[src/rtl/serial_add_sub_pkg.sv]
// Shared constants and FSM state type for the digit-serial adder/subtractor.
package serial_add_sub_pkg;

    localparam int OP_W = 32;

    typedef enum logic [1:0] {
        IDLE = 2'd0,
        RUN  = 2'd1,
        FIN  = 2'd2
    } state_t;

endpackage

[src/rtl/serial_add_sub_digit_adder.sv]
// Combinational W-bit ripple-carry adder for one digit slice.
// Also exposes the carry into the MSB so the top level can derive signed overflow.
module digit_adder
    import serial_add_sub_pkg::*;
#(
    parameter int W = 4
) (
    input  logic [W-1:0] a,
    input  logic [W-1:0] b,
    input  logic         cin,
    output logic [W-1:0] sum,
    output logic         cout,
    output logic         carry_msb
);

    logic [W:0] carry;

    always_comb begin
        carry    = '0;
        sum      = '0;
        carry[0] = cin;
        for (int i = 0; i < W; i++) begin
            sum[i]       = a[i] ^ b[i] ^ carry[i];
            carry[i + 1] = (a[i] & b[i]) | (carry[i] & (a[i] ^ b[i]));
        end
    end

    assign cout      = carry[W];
    assign carry_msb = carry[W-1];

endmodule

[src/rtl/serial_add_sub.sv]
// Digit-serial 32-bit add/subtract, DIGIT_W bits per cycle, LSB digit first.
// Subtraction is built only when SERIAL_ADD_SUB_SUB_EN is defined; otherwise sub is ignored.
module serial_add_sub
    import serial_add_sub_pkg::*;
#(
    parameter int DIGIT_W = 4
) (
    input  logic            clk,
    input  logic            rst_n,
    input  logic            start,
    input  logic [OP_W-1:0] a,
    input  logic [OP_W-1:0] b,
    input  logic            cin,
    input  logic            sub,
    output logic            busy,
    output logic            done,
    output logic [OP_W-1:0] sum,
    output logic            cout,
    output logic            of
);

    localparam int N     = OP_W / DIGIT_W;
    localparam int CNT_W = (N > 1) ? $clog2(N) : 1;

    state_t state, state_next;

    logic [OP_W-1:0]    a_sh;
    logic [OP_W-1:0]    b_sh;
    logic [OP_W-1:0]    res_sh;
    logic [OP_W-1:0]    res_next;
    logic [CNT_W-1:0]   cnt;
    logic               carry_q;
    logic [DIGIT_W-1:0] digit_sum;
    logic               digit_cout;
    logic               digit_cmsb;
    logic               accept;
    logic               last_digit;
    logic [OP_W-1:0]    b_load;
    logic               carry_load;

    // A new operation may be accepted from IDLE or from FIN (back-to-back).
    assign accept     = start && (state != RUN);
    assign last_digit = (cnt == CNT_W'(N - 1));

`ifdef SERIAL_ADD_SUB_SUB_EN
    assign b_load     = sub ? ~b : b;
    assign carry_load = sub ? 1'b1 : cin;
`else
    logic unused_sub;
    assign unused_sub = sub;
    assign b_load     = b;
    assign carry_load = cin;
`endif

    digit_adder #(
        .W(DIGIT_W)
    ) u_digit_adder (
        .a        (a_sh[DIGIT_W-1:0]),
        .b        (b_sh[DIGIT_W-1:0]),
        .cin      (carry_q),
        .sum      (digit_sum),
        .cout     (digit_cout),
        .carry_msb(digit_cmsb)
    );

    // New digits enter at the top so the first (LSB) digit ends at bit 0 after N shifts.
    assign res_next = OP_W'({digit_sum, res_sh} >> DIGIT_W);

    always_ff @(posedge clk or negedge rst_n) begin
        if (!rst_n) begin
            state <= IDLE;
        end else begin
            state <= state_next;
        end
    end

    always_comb begin
        state_next = state;
        busy       = 1'b0;
        done       = 1'b0;
        case (state)
            IDLE: begin
                if (start) begin
                    state_next = RUN;
                end
            end
            RUN: begin
                busy = 1'b1;
                if (last_digit) begin
                    state_next = FIN;
                end
            end
            FIN: begin
                done       = 1'b1;
                state_next = start ? RUN : IDLE;
            end
            default: begin
                state_next = IDLE;
            end
        endcase
    end

    always_ff @(posedge clk or negedge rst_n) begin
        if (!rst_n) begin
            a_sh    <= '0;
            b_sh    <= '0;
            res_sh  <= '0;
            cnt     <= '0;
            carry_q <= 1'b0;
            sum     <= '0;
            cout    <= 1'b0;
            of      <= 1'b0;
        end else if (accept) begin
            a_sh    <= a;
            b_sh    <= b_load;
            res_sh  <= '0;
            cnt     <= '0;
            carry_q <= carry_load;
        end else if (state == RUN) begin
            a_sh    <= a_sh >> DIGIT_W;
            b_sh    <= b_sh >> DIGIT_W;
            res_sh  <= res_next;
            cnt     <= cnt + CNT_W'(1);
            carry_q <= digit_cout;
            // Results are published only as the final digit completes.
            if (last_digit) begin
                sum  <= res_next;
                cout <= digit_cout;
                of   <= digit_cmsb ^ digit_cout;
            end
        end
    end

endmodule

[config.mk]
export PLATFORM = sky130hd
export DESIGN_NAME = serial_add_sub
export DESIGN_NICKNAME = d
export VERILOG_FILES = /design/src/rtl/serial_add_sub_pkg.sv /design/src/rtl/serial_add_sub_digit_adder.sv /design/src/rtl/serial_add_sub.sv
export SDC_FILE = /design/constraint.sdc
export NUM_CORES = 1
export LEC_CHECK = 0
export BUFFER_PORTS_ARGS = -buffer_cell sky130_fd_sc_hd__buf_2
export CORE_UTILIZATION = 44
export DETAILED_ROUTE_END_ITERATION = 12
export PLACE_DENSITY = 0.73
export SYNTH_ARGS = -nofsm -noshare
export SYNTH_HDL_FRONTEND = slang
export SYNTH_SLANG_ARGS = --single-unit
export TNS_END_PERCENT = 1
[constraint.sdc]
create_clock -name clk -period 3.7 [get_ports clk]
set_input_delay 0.74 -clock clk [delete_from_list [all_inputs] [get_ports clk]]
set_output_delay 0.74 -clock clk [all_outputs]
set_load 0.05 [all_outputs]
[Word level (Yosys, flattened, before mapping)]
Index checks and enable logic that the tools add are counted.
Storage, ports and cells
  bits in registers: 136
  latch bits: 0
  RAM bits: 0
  bits in read-only memories: 0
  input port bits: 69
  output and inout port bits: 36
  memories kept: 0
Cells by class
  $add $sub $neg: 1
  multiply operators: 0
  div/mod/pow operators: 0
  $lt $le $gt $ge: 0
  eq/ne operators: 6
  shift-type cells: 0
  muxes and demuxes: 16
  bitwise logic cells: 22
  reductions and logical operators: 5
Operators by type and width (count)
  32-bit two-way mux: 6
  1-bit bitwise XOR: 9
  1-bit bitwise AND: 8
  3-bit two-way mux: 2
  2-bit one-hot mux with 3 select lines: 1
  1-bit two-way mux: 5
  2-bit two-way mux: 2
  2-bit != test, second input constant: 2
  1-bit bitwise OR: 4
  3-bit by 1-bit adder with 3-bit output, second input constant: 1
  3-bit equality test, second input constant: 1
  3-bit AND reduction: 1
  2-bit by 1-bit equality test with 1-bit output, second input constant: 1
  2-bit equality test, second input constant: 1
  2-bit zero test: 1
  2-bit by 1-bit != test with 1-bit output, second input constant: 1
  2-bit AND reduction: 1
  2-bit nonzero test: 1
  1-bit logical AND: 1
  1-bit inverter: 1

[Logic depth before layout (Yosys ltp)]
Gate-level depths: netlist of run 1.
  word-level depth: 11
  depth in mapped cells: 9
  gate-level depth less buffers: 9

[Modules after synthesis]
Synthesis of run 1 repeated with hierarchy kept, for this count alone.
Second synthesis, totals
  cell total of the unflattened synthesis: 404
  area, all modules: 6583.8 um^2
Modules (own cells, without submodules)
  serial_add_sub: times used 1, cells an instance 392, area an instance 6473.7 um^2, seq. area each 3303.2 um^2
  digit_adder: times used 1, cells an instance 12, area an instance 110.1 um^2, seq. area each 0.0 um^2

[Worst setup path after synthesis of run 1]
OpenSTA, ideal clock, no wires.
  path type: register to register
  from: register a_sh[0]
  to: register of
  arrival: 2.027 ns
  data required time: 3.575 ns
  slack: 1.548 ns
  cell stages (with the launch flop): 10
  path buffers: 0
  period minus slack after synthesis: 2.152 ns
  path through: dfrtp_1 inv_1 fa_1 inv_1 fa_1 fa_1 inv_1 fa_1 xnor2_1 mux2_2
On the way
  longest elaborated chain between the ends: 10
  elaborated cells between the ends (all ways): 11
  those cells by class: 11 x bitwise
Ends and longest elaborated chain
  start, declared: RTL line serial_add_sub.sv:27  | logic [OP_W-1:0] a_sh;
  start signal, assigned: RTL line serial_add_sub.sv:120  | a_sh <= a_sh >> DIGIT_W;
  1-bit bitwise XOR: RTL line serial_add_sub_digit_adder.sv:24  | carry[i + 1] = (a[i] & b[i]) | (carry[i] & (a[i] ^ b[i]));
  1-bit bitwise AND: RTL line serial_add_sub_digit_adder.sv:24
  1-bit bitwise OR *: RTL line serial_add_sub_digit_adder.sv:24
  1-bit bitwise AND *: RTL line serial_add_sub_digit_adder.sv:24
  1-bit bitwise OR *: RTL line serial_add_sub_digit_adder.sv:24
  1-bit bitwise AND *: RTL line serial_add_sub_digit_adder.sv:24
  1-bit bitwise OR *: RTL line serial_add_sub_digit_adder.sv:24
  1-bit bitwise AND: RTL line serial_add_sub_digit_adder.sv:24
  1-bit bitwise OR: RTL line serial_add_sub_digit_adder.sv:24
  1-bit bitwise XOR *: RTL line serial_add_sub.sv:129  | of <= digit_cmsb ^ digit_cout;
  end signal, assigned: RTL line serial_add_sub.sv:129
  end, declared: RTL line serial_add_sub.sv:19  | output logic of
Every way passes the cells marked *; elsewhere a longest branch is shown, timed or not.
A chain may end at the register's enable or synchronous reset.

[Worst setup path after layout of run 1]
Ends and elaborated chain as after synthesis.

==> impl_metrics.tcl, run 1 <==
set metrics [dict create \
    cp_common_cell "fa_1" \
    vias 3502 \
    min_path_type "primary input to async pin" \
    multi_input_area_mm2 0.00300 \
    power_density_mw_per_mm2 924 \
    syn-cell-area_mm2 0.00660 \
    grt_pass1_vias 3824 \
    setup_violations 0 \
    routedWlPerCell_um 16.5 \
    postSynthCellCount 406 \
    grt_setup_unrepaired "no" \
    startpoint_type "flip-flop" \
    tns_ns 0 \
    worstSetupEndpoint "of" \
    reg2reg_to "of" \
    r2r_slack_ns 1.36 \
    final-hold-violation-count 0 \
    yosysSeqAreaShare_pct 50.1 \
    synth.distinct_cells 19 \
    synthFlopType "dfrtp_1" \
    fillers 1223 \
    ys_top_cells_by_area "dfrtp_1, mux2_4, mux2_2" \
    overflow 0 \
    end_kind "flip-flop" \
    cp_slowest_cell "fa_1" \
    finalMaxSlewViolations 0 \
    clkLatencyLatePin_ns 0.42 \
    path_depth 9 \
    clockBufferDepth 2 \
    leakage_uw 0.00404 \
    crit_path_start "a_sh[0]" \
    r2r-start "a_sh[0]" \
    seq_area_mm2 0.00330 \
    crit_required_ns 4.00 \
    finalCritPeriodShare_pct 63.2 \
    reg2regPathDepth 9 \
    die_w_um 124 \
    vdd_drop_max_mv 0.392 \
    relSlewSlack_pct 39.3 \
    cts_hold_buf 0 \
    viasPerCell 4.95 \
    syn_avg_cell_area_um2 16.2 \
    worst_pin_slew_ns 0.910 \
    setup.worst_path.class "flip-flop to flip-flop" \
    fin_cells 707 \
    cts_setup_buffers 0 \
    path_cells "inv_1, fa_1, inv_1, fa_1, fa_1, inv_1, fa_1, xnor2_1, mux2_2" \
    first_pass_iters 4 \
    floorplan.rows 44 \
    synth_commonest_cells "mux2_4, dfrtp_1, nor2b_1, mux2_2, buf_6" \
    die_h_um 124 \
    period_minus_slack_ns 2.34 \
    netlist.area_leader.share_pct 50.1 \
    final_antenna_net_count 0 \
    drtIter0Drc 136 \
    async_flop_share_pct 100 \
    antenna_found_initial 1 \
    cts_resized 0 \
    layout-drive-gt1-share_pct 57.9 \
    synth_edf_count 0 \
    root_buffer "clkbuf_16" \
    cap_viol_max_count 0 \
    grt_first_pass_wirelength_um 19600 \
    cts.clk_slew.worst_paths_ns 0.06 \
    syn_nets 481 \
    fin_area_mm2 0.00775 \
    crit_family "adder cells" \
    syn2layout_area_growth_pct 17.6 \
    critPathArrivalTime_ns 2.64 \
    slowest_delay_ns 0.42 \
    dieArea_mm2 0.0155 \
    grt_start_max_net_pins 83 \
    ios 105 \
    status "finished, final reports clean" \
    wl_um 11600 \
    fmax_mhz 428 \
    place_area_mm2 0.00716 \
    final_nets 585 \
    grt_use_total_pct 16.3 \
    ys_ff_latch 132 \
    drc 0 \
    dp.cells 675 \
    clock_skew_ns 0.0109 \
    cts.sink_count 132 \
    critical_path_peak_fanout 3 \
    gp_congestion 0.744 \
    cts_tree "done" \
    synth_most_common_cell "mux2_4" \
    io_buffers 103 \
    crit_buf_inv 3 \
    cts_buffers 17 \
    dp_hpwl_um 7570 \
    htree_num_levels 4 \
    yosys_warnings 0 \
    coreArea_mm2 0.0146 \
    synth_top_area_cell "dfrtp_1" \
    initial_core_util_pct 45.2 \
]
## cells in the final DEF (no fill, tap or decap), types with 8 or more instances in the layout
master / count
mux2_4: 140
dfrtp_1: 132
buf_2: 101
nor2b_1: 29
mux2_2: 21
clkbuf_16: 17
mux2i_1: 16
inv_1: 12
mux2_1: 10
nor2_1: 8
## worst reg2reg max path: stages (launching register included)
cell	delay, ns
dfrtp_1	0.38
inv_1	0.08
fa_1	0.41
inv_1	0.07
fa_1	0.18
fa_1	0.22
inv_1	0.06
fa_1	0.42
xnor2_1	0.15
mux2_2	0.26
## through the flow
step	utilization (%)	total power (µW)	hold slack, ns	setup slack, ns
floorplan	-	5000	0.444	1.55
global placement	49.1	5430	0.468	1.34
detailed placement	49.1	5540	0.476	1.32
CTS	53.1	7270	0.387	1.35
global route	53.1	7560	0.411	1.26
finish	53.1	7160	0.351	1.36
## metal layers
layer  share of wire [%]  track usage (%)  routed length, µm  vias to the layer above
met5                   0                0                  0                        -
met4                 1.5             6.59                177                        0
met3                 6.1             5.93                712                       17
met2                  47             25.0               5440                       94
met1                  46             20.7               5310                     1782
li1                    -                -                  -                     1609
## report_power, final
group          internal (µW)  switching, µW  total, µW
Clock                   1080            599       1680
Combinational           1590           1430       3020
Sequential              2080            384       2460
Total                   4750           2410       7160
## cells by family (layout without fill, tap and decap cells)
logic type / Yosys count / in the layout / share of synthesized area [%]
adder cells (fa/ha/maj): 6 / 6 / 1.59
XOR/XNOR: 1 / 1 / 0.133
other: 0 / 1 / 0
AND/OR/NAND/NOR: 42 / 42 / 3.89
AO/OA/AOI/OAI: 1 / 1 / 0.0949
buffers and inverters: 37 / 153 / 4.61
flip-flops: 132 / 132 / 50.1
multiplexers: 187 / 187 / 39.6
## cell type report
class | instances | area share (%)
Tap cell | 184 | 2.97
Multi-Input combinational cell | 237 | 38.6
Inverter | 13 | 0.629
Clock inverter | 10 | 1.69
Antenna cell | 1 | 0.0323
Sequential cell | 132 | 42.6
Clock buffer | 21 | 5.94
Timing Repair Buffer | 109 | 7.50
## registers in the layout (all words and copies together), names as in the netlist
| name | flops |
|---|---|
| of | 1 |
| state | 2 |
| a_sh | 32 |
| cout | 1 |
| res_sh | 28 |
| sum | 32 |
| cnt | 3 |
| b_sh | 32 |
| carry_q | 1 |
## how the worst min path moves through the flow
stage | start | end | slack [ns] | cells after the start
2_1_floorplan | rst_n | a_sh[0] | 0.44 | 0
3_5_place_dp | sum[13] | sum[13] | 0.48 | 1
6_report | rst_n | sum[13] | 0.35 | 1
5_1_grt | rst_n | sum[3] | 0.41 | 1
4_1_cts | rst_n | sum[3] | 0.39 | 1
3_3_place_gp | sum[18] | sum[18] | 0.47 | 1
Power figures use the tool's default switching activity.
==> run 2: changes to the inputs <==
Clock period 3.7 ns to 2.25 ns, I/O delays scaled along.
==> run 2 against run 1 <==
Non-clock buffer count is 4 higher. Via count hardly changed. Wire length is 0.58% lower. Fmax is 8.5% higher. Count of clock-buffer cells in the layout is 7 higher. Critical path depth stayed put. Sequential cell count stayed put. Combinational power is 68% higher. Clock power is 58% higher. Cell count is 0.57% higher. Global-route usage is 0.15 points lower.
==> impl_metrics.tcl, run 2 (synthesis gave the netlist of run 1 again) <==
set metrics [dict create \
    status "finished, final reports clean" \
    finalCritPeriodShare_pct 95.7 \
    leakage_uw 0.00406 \
    crit_family "adder cells" \
    vias 3504 \
    floorplan.rows 44 \
    crit_buf_inv 3 \
    relSlewSlack_pct 59.4 \
    cts_hold_buf 0 \
    min_path_type "primary input to async pin" \
    viasPerCell 4.93 \
    cp_common_cell "fa_2" \
    finalMaxSlewViolations 0 \
    dp.cells 678 \
    coreArea_mm2 0.0146 \
    fmax_mhz 464 \
    fin_cells 711 \
    wl_um 11600 \
    grt_use_total_pct 16.1 \
    r2r_slack_ns 0.1 \
    slowest_delay_ns 0.38 \
    setup_violations 0 \
    reg2reg_to "of" \
    initial_core_util_pct 45.2 \
    final_nets 589 \
    cap_viol_max_count 0 \
    dieArea_mm2 0.0155 \
    clock_skew_ns 0.00717 \
    cp_slowest_cell "fa_2" \
    pre_cts_ws_ns -0.00689 \
    antenna_found_initial 0 \
    startpoint_type "flip-flop" \
    drc 0 \
    ios 105 \
    clockBufferDepth 2 \
    syn2layout_area_growth_pct 18.5 \
    first_pass_iters 4 \
    clkLatencyLatePin_ns 0.40 \
    setup.worst_path.class "flip-flop to flip-flop" \
    vdd_drop_max_mv 0.584 \
    cts_buffers 17 \
    final_antenna_net_count 0 \
    critPathArrivalTime_ns 2.44 \
    htree_num_levels 4 \
    final-hold-violation-count 0 \
    critical_path_peak_fanout 2 \
    layout_commonest_cell "mux2_4" \
    path_cells "inv_1, fa_2, inv_2, fa_2, fa_2, inv_1, fa_2, xnor2_1, mux2_2" \
    dp_hpwl_um 7660 \
    antennaDiodeCount 0 \
    die_w_um 124 \
    grt_start_max_net_pins 65 \
    r2r-start "a_sh[0]" \
    crit_required_ns 2.54 \
    reg2regPathDepth 9 \
    power_density_mw_per_mm2 1510 \
    final_cell_mix "mux2_4, dfrtp_1, buf_2" \
    cts.sink_count 132 \
    overflow 0 \
    cts.clk_slew.worst_paths_ns 0.05 \
    period_minus_slack_ns 2.15 \
    grt_pass1_vias 3729 \
    routedWlPerCell_um 16.3 \
    root_buffer "clkbuf_16" \
    cts_tree "done" \
    grt_first_pass_wirelength_um 19700 \
    end_kind "flip-flop" \
    drtIter0Drc 144 \
    layout-drive-gt1-share_pct 58.1 \
    setup_slack_ns 0.0958 \
    gp_congestion 0.725 \
    reg_top3 "a_sh x32, b_sh x32, sum x32" \
    worst_pin_slew_ns 0.609 \
    io_buffers 103 \
    die_h_um 124 \
]
## run 2: worst reg2reg max path, cell delays in order (launching register included)
cell	delay (ns)
dfrtp_1	0.34
inv_1	0.06
fa_2	0.38
inv_2	0.07
fa_2	0.20
fa_2	0.20
inv_1	0.06
fa_2	0.35
xnor2_1	0.13
mux2_2	0.26
## run 2: cell type report
| type | count | area (µm²) |
|---|---|---|
| multi-input cells | 237 | 3010 |
| fillers | 1198 | 6770 |
| well taps | 184 | 230 |
| clock buffers | 28 | 497 |
| repair buffers | 113 | 662 |
| clock inverters | 4 | 70.1 |
| flip-flops and latches | 132 | 3300 |
| inverters | 13 | 48.8 |
## run 2: what timing repair did
item                                    in CTS  in global routing
endpoints found under the setup margin       1                  3
gates cloned                                 0                  0
resized for setup                            1                  4
setup buffers                                0                  1
## run 2: how the worst max path moves through the flow
stage	cells after the start	endpoint	from	slack, ns
2_1_floorplan	9	of	a_sh[0]	0.1
5_1_grt	8	res_sh[31]	b_sh[0]	-0.0001
4_1_cts	9	of	a_sh[0]	0.04
3_5_place_dp	9	of	a_sh[0]	-0.007
3_3_place_gp	9	of	a_sh[0]	0.06
6_report	9	of	a_sh[0]	0.1
## run 2: metal layers
metal	global-route usage, %	wire (µm)	vias to the layer above
met5	0	0	-
met1	21.3	5410	1787
met4	4.89	101	0
met2	24.3	5330	89
met3	6.31	724	12
li1	-	-	1616
## run 2: report_power, final
group | leakage [µW] | total (µW) | switching (µW) | internal (µW)
Clock | 0.000277 | 2650 | 937 | 1720
Sequential | 0.00169 | 4060 | 642 | 3420
Combinational | 0.00209 | 5080 | 2380 | 2700
Total | 0.00406 | 11800 | 3960 | 7830
## run 2: through the flow
| stage | TNS [ns] | hold WS (ns) | cell area, µm² | util, % | power, µW |
|---|---|---|---|---|---|
| 3_5_place_dp | -0.00689 | 0.476 | 7230 | 49.6 | 9200 |
| 2_1_floorplan | 0 | 0.154 | 6600 | - | 8230 |
| 5_1_grt | -0.000113 | 0.0475 | 7820 | 53.6 | 12500 |
| 3_3_place_gp | 0 | 0.467 | 7230 | 49.6 | 9020 |
| 4_1_cts | 0 | 0.0416 | 7800 | 53.5 | 11900 |
| 6_report | 0 | 0.0131 | 7820 | 53.6 | 11800 |
==> run 3: changes to the inputs <==
Settings changed: BUFFER_PORTS_ARGS -buffer_cell sky130_fd_sc_hd__buf_2 to default, DONT_BUFFER_PORTS from default to 1, PLACE_DENSITY 0.73 to 0.67.
==> run 3 against run 2 <==
The flow now finishes with violations (hold timing). Sequential share of layout area increased by 3.3 points. Fmax is 1.6% lower. Total power is 2.9% lower. Combinational power down 26%. First-iteration DRC count shrank 19%. Sequential cell count did not move. Sequential power increased by 25%. Count of clock-buffer cells in the layout fell by 5. Cell area down 7.2%.
==> impl_metrics.tcl, run 3 (synthesis gave the netlist of run 1 again) <==
set metrics [dict create \
    cap_viol_max_count 0 \
    period_minus_slack_ns 2.19 \
    clkLatencyLatePin_ns 0.41 \
    leakage_uw 0.00360 \
    grt_setup_unrepaired "yes" \
    startpoint_type "flip-flop" \
    io_buffers 0 \
    swShare_pct 34.1 \
    dieArea_mm2 0.0155 \
    finalMaxSlewViolations 0 \
    cts_buffers 17 \
    finalCritPeriodShare_pct 97.3 \
    clock_skew_ns 0.00631 \
    wl_um 11500 \
    critical_path_peak_fanout 2 \
    relSlewSlack_pct 62.9 \
    power_density_mw_per_mm2 1580 \
    final_cell_mix "mux2_4, dfrtp_1, nor2b_1" \
    end_kind "flip-flop" \
    antennaDiodeCount 0 \
    reg_top3 "a_sh x32, b_sh x32, sum x32" \
    layout_commonest_cell "mux2_4" \
    die_h_um 124 \
    fmax_mhz 457 \
    grt_first_pass_wirelength_um 19000 \
    vdd_drop_max_mv 0.757 \
    status "finished with violations" \
    viasPerCell 5.20 \
    vias 3160 \
    die_w_um 124 \
    critPathArrivalTime_ns 2.49 \
    overflow 0 \
    drc 0 \
    gp_congestion 0.711 \
    final-hold-violation-count 132 \
    min_path_type "primary input to async pin" \
    setup.worst_path.class "flip-flop to flip-flop" \
    worst_pin_slew_ns 0.556 \
    grt_pass1_vias 3540 \
    routedWlPerCell_um 18.9 \
    power_frac_clock_pct 23.1 \
    p_switching_uw 3900 \
    timing.hold.ws_ns -0.268 \
    root_buffer "clkbuf_16" \
    ios 105 \
    cts.clk_slew.worst_paths_ns 0.06 \
    fillers 1246 \
    antenna_found_initial 0 \
    cts_tree "done" \
    routed.top_layer "met4" \
    final_core_util_pct 49.7 \
    power_frac_comb_pct 32.8 \
    met3RoutedLength_um 887 \
    final_nets 487 \
    htree_num_levels 4 \
    layout-drive-gt1-share_pct 50.5 \
    coreArea_mm2 0.0146 \
    violations "hold timing" \
    syn2layout_area_growth_pct 10.0 \
    r2r-start "a_sh[0]" \
    intPower_uw 7550 \
    dr_wl_met2_um 5400 \
    tns_ns 0 \
    floorplan.rows 44 \
    crit_required_ns 2.55 \
    grt_use_total_pct 15.8 \
    drt-met1-wl_um 4910 \
    initial_core_util_pct 45.2 \
    dp_hpwl_um 7060 \
    clockBufferDepth 2 \
    cts.sink_count 132 \
    crit_path_start "a_sh[0]" \
    p_seq_share_pct 44.1 \
    setup_violations 0 \
    fin_total_pwr_uw 11500 \
    first_pass_iters 4 \
    grt_start_max_net_pins 133 \
    final_antenna_net_count 0 \
    drtIter0Drc 116 \
]
-- run 3: cell count changes in the layout (fill, tap and decap cells not counted), moves of 4 or more --
| cell | before | now |
|---|---|---|
| inv_2 | 2 | 6 |
| buf_4 | 6 | 10 |
| buf_12 | 5 | 1 |
| inv_1 | 11 | 7 |
| clkbuf_1 | 8 | 1 |
| clkinvlp_4 | 0 | 4 |
| buf_2 | 101 | 0 |
-- run 3: routing by layer --
metal / vias up / GRT usage (%)
met5: - / 0
met4: 0 / 7.73
met3: 19 / 6.83
met2: 93 / 23.8
met1: 1637 / 19.4
li1: 1411 / -
-- run 3: worst max-delay path, cell delays in order (launching register included) --
cell and delay, ns:
dfrtp_1 0.35, inv_2 0.05, fa_2 0.38, inv_2 0.07, fa_2 0.21, fa_2 0.22, inv_2 0.05, fa_2 0.37
xnor2_1 0.14, mux2_2 0.25
-- run 3: layout make-up --
type / instances / area [µm²] / share of cell area [%]
flip-flops and latches: 132 / 3300 / 45.5
multi-input cells: 237 / 3010 / 41.4
clock inverters: 8 / 75.1 / 1.03
clock buffers: 23 / 498 / 6.86
repair buffers: 11 / 95.1 / 1.31
well taps: 184 / 230 / 3.17
inverters: 13 / 48.8 / 0.673
-- run 3: final timing paths --
path                            cells past startpoint  endpoint  slack, ns
worst max-delay path                                9        of       0.06
worst min-delay path                                0    sum[7]      -0.27
worst max register to register                      9        of       0.06
worst min register to register                      1    cnt[0]       0.48
max in group asynchronous                           0  b_sh[18]       2.37
min in group clk                                    2  b_sh[30]       0.20
-- run 3: power groups by stage --
stage / clock (µW) / combinational, µW / sequential (µW)
2_1_floorplan: 0 / 3420 / 4810
3_3_place_gp: 0 / 3590 / 5060
3_5_place_dp: 0 / 3710 / 5110
4_1_cts: 2720 / 3750 / 5080
5_1_grt: 2810 / 4050 / 5190
6_report: 2650 / 3750 / 5060
-- run 3: through the flow --
step / area (µm²) / setup WS (ns) / instances
after detailed placement: 6660 / -0.0377 / 575
after global routing: 7260 / -0.0197 / 608
final: 7260 / 0.0602 / 608
after floorplan: 6600 / 0.0983 / 406
after CTS: 7240 / 0.0141 / 606
after global placement: 6660 / 0.0550 / 575
-- run 3: what timing repair did --
item / CTS / global route
resized for setup: 2 / 7
pin swaps: 0 / 4
endpoints found under the setup margin: 3 / 3
buffers inserted: 0 / 2
hold endpoints to repair: 132 / 132
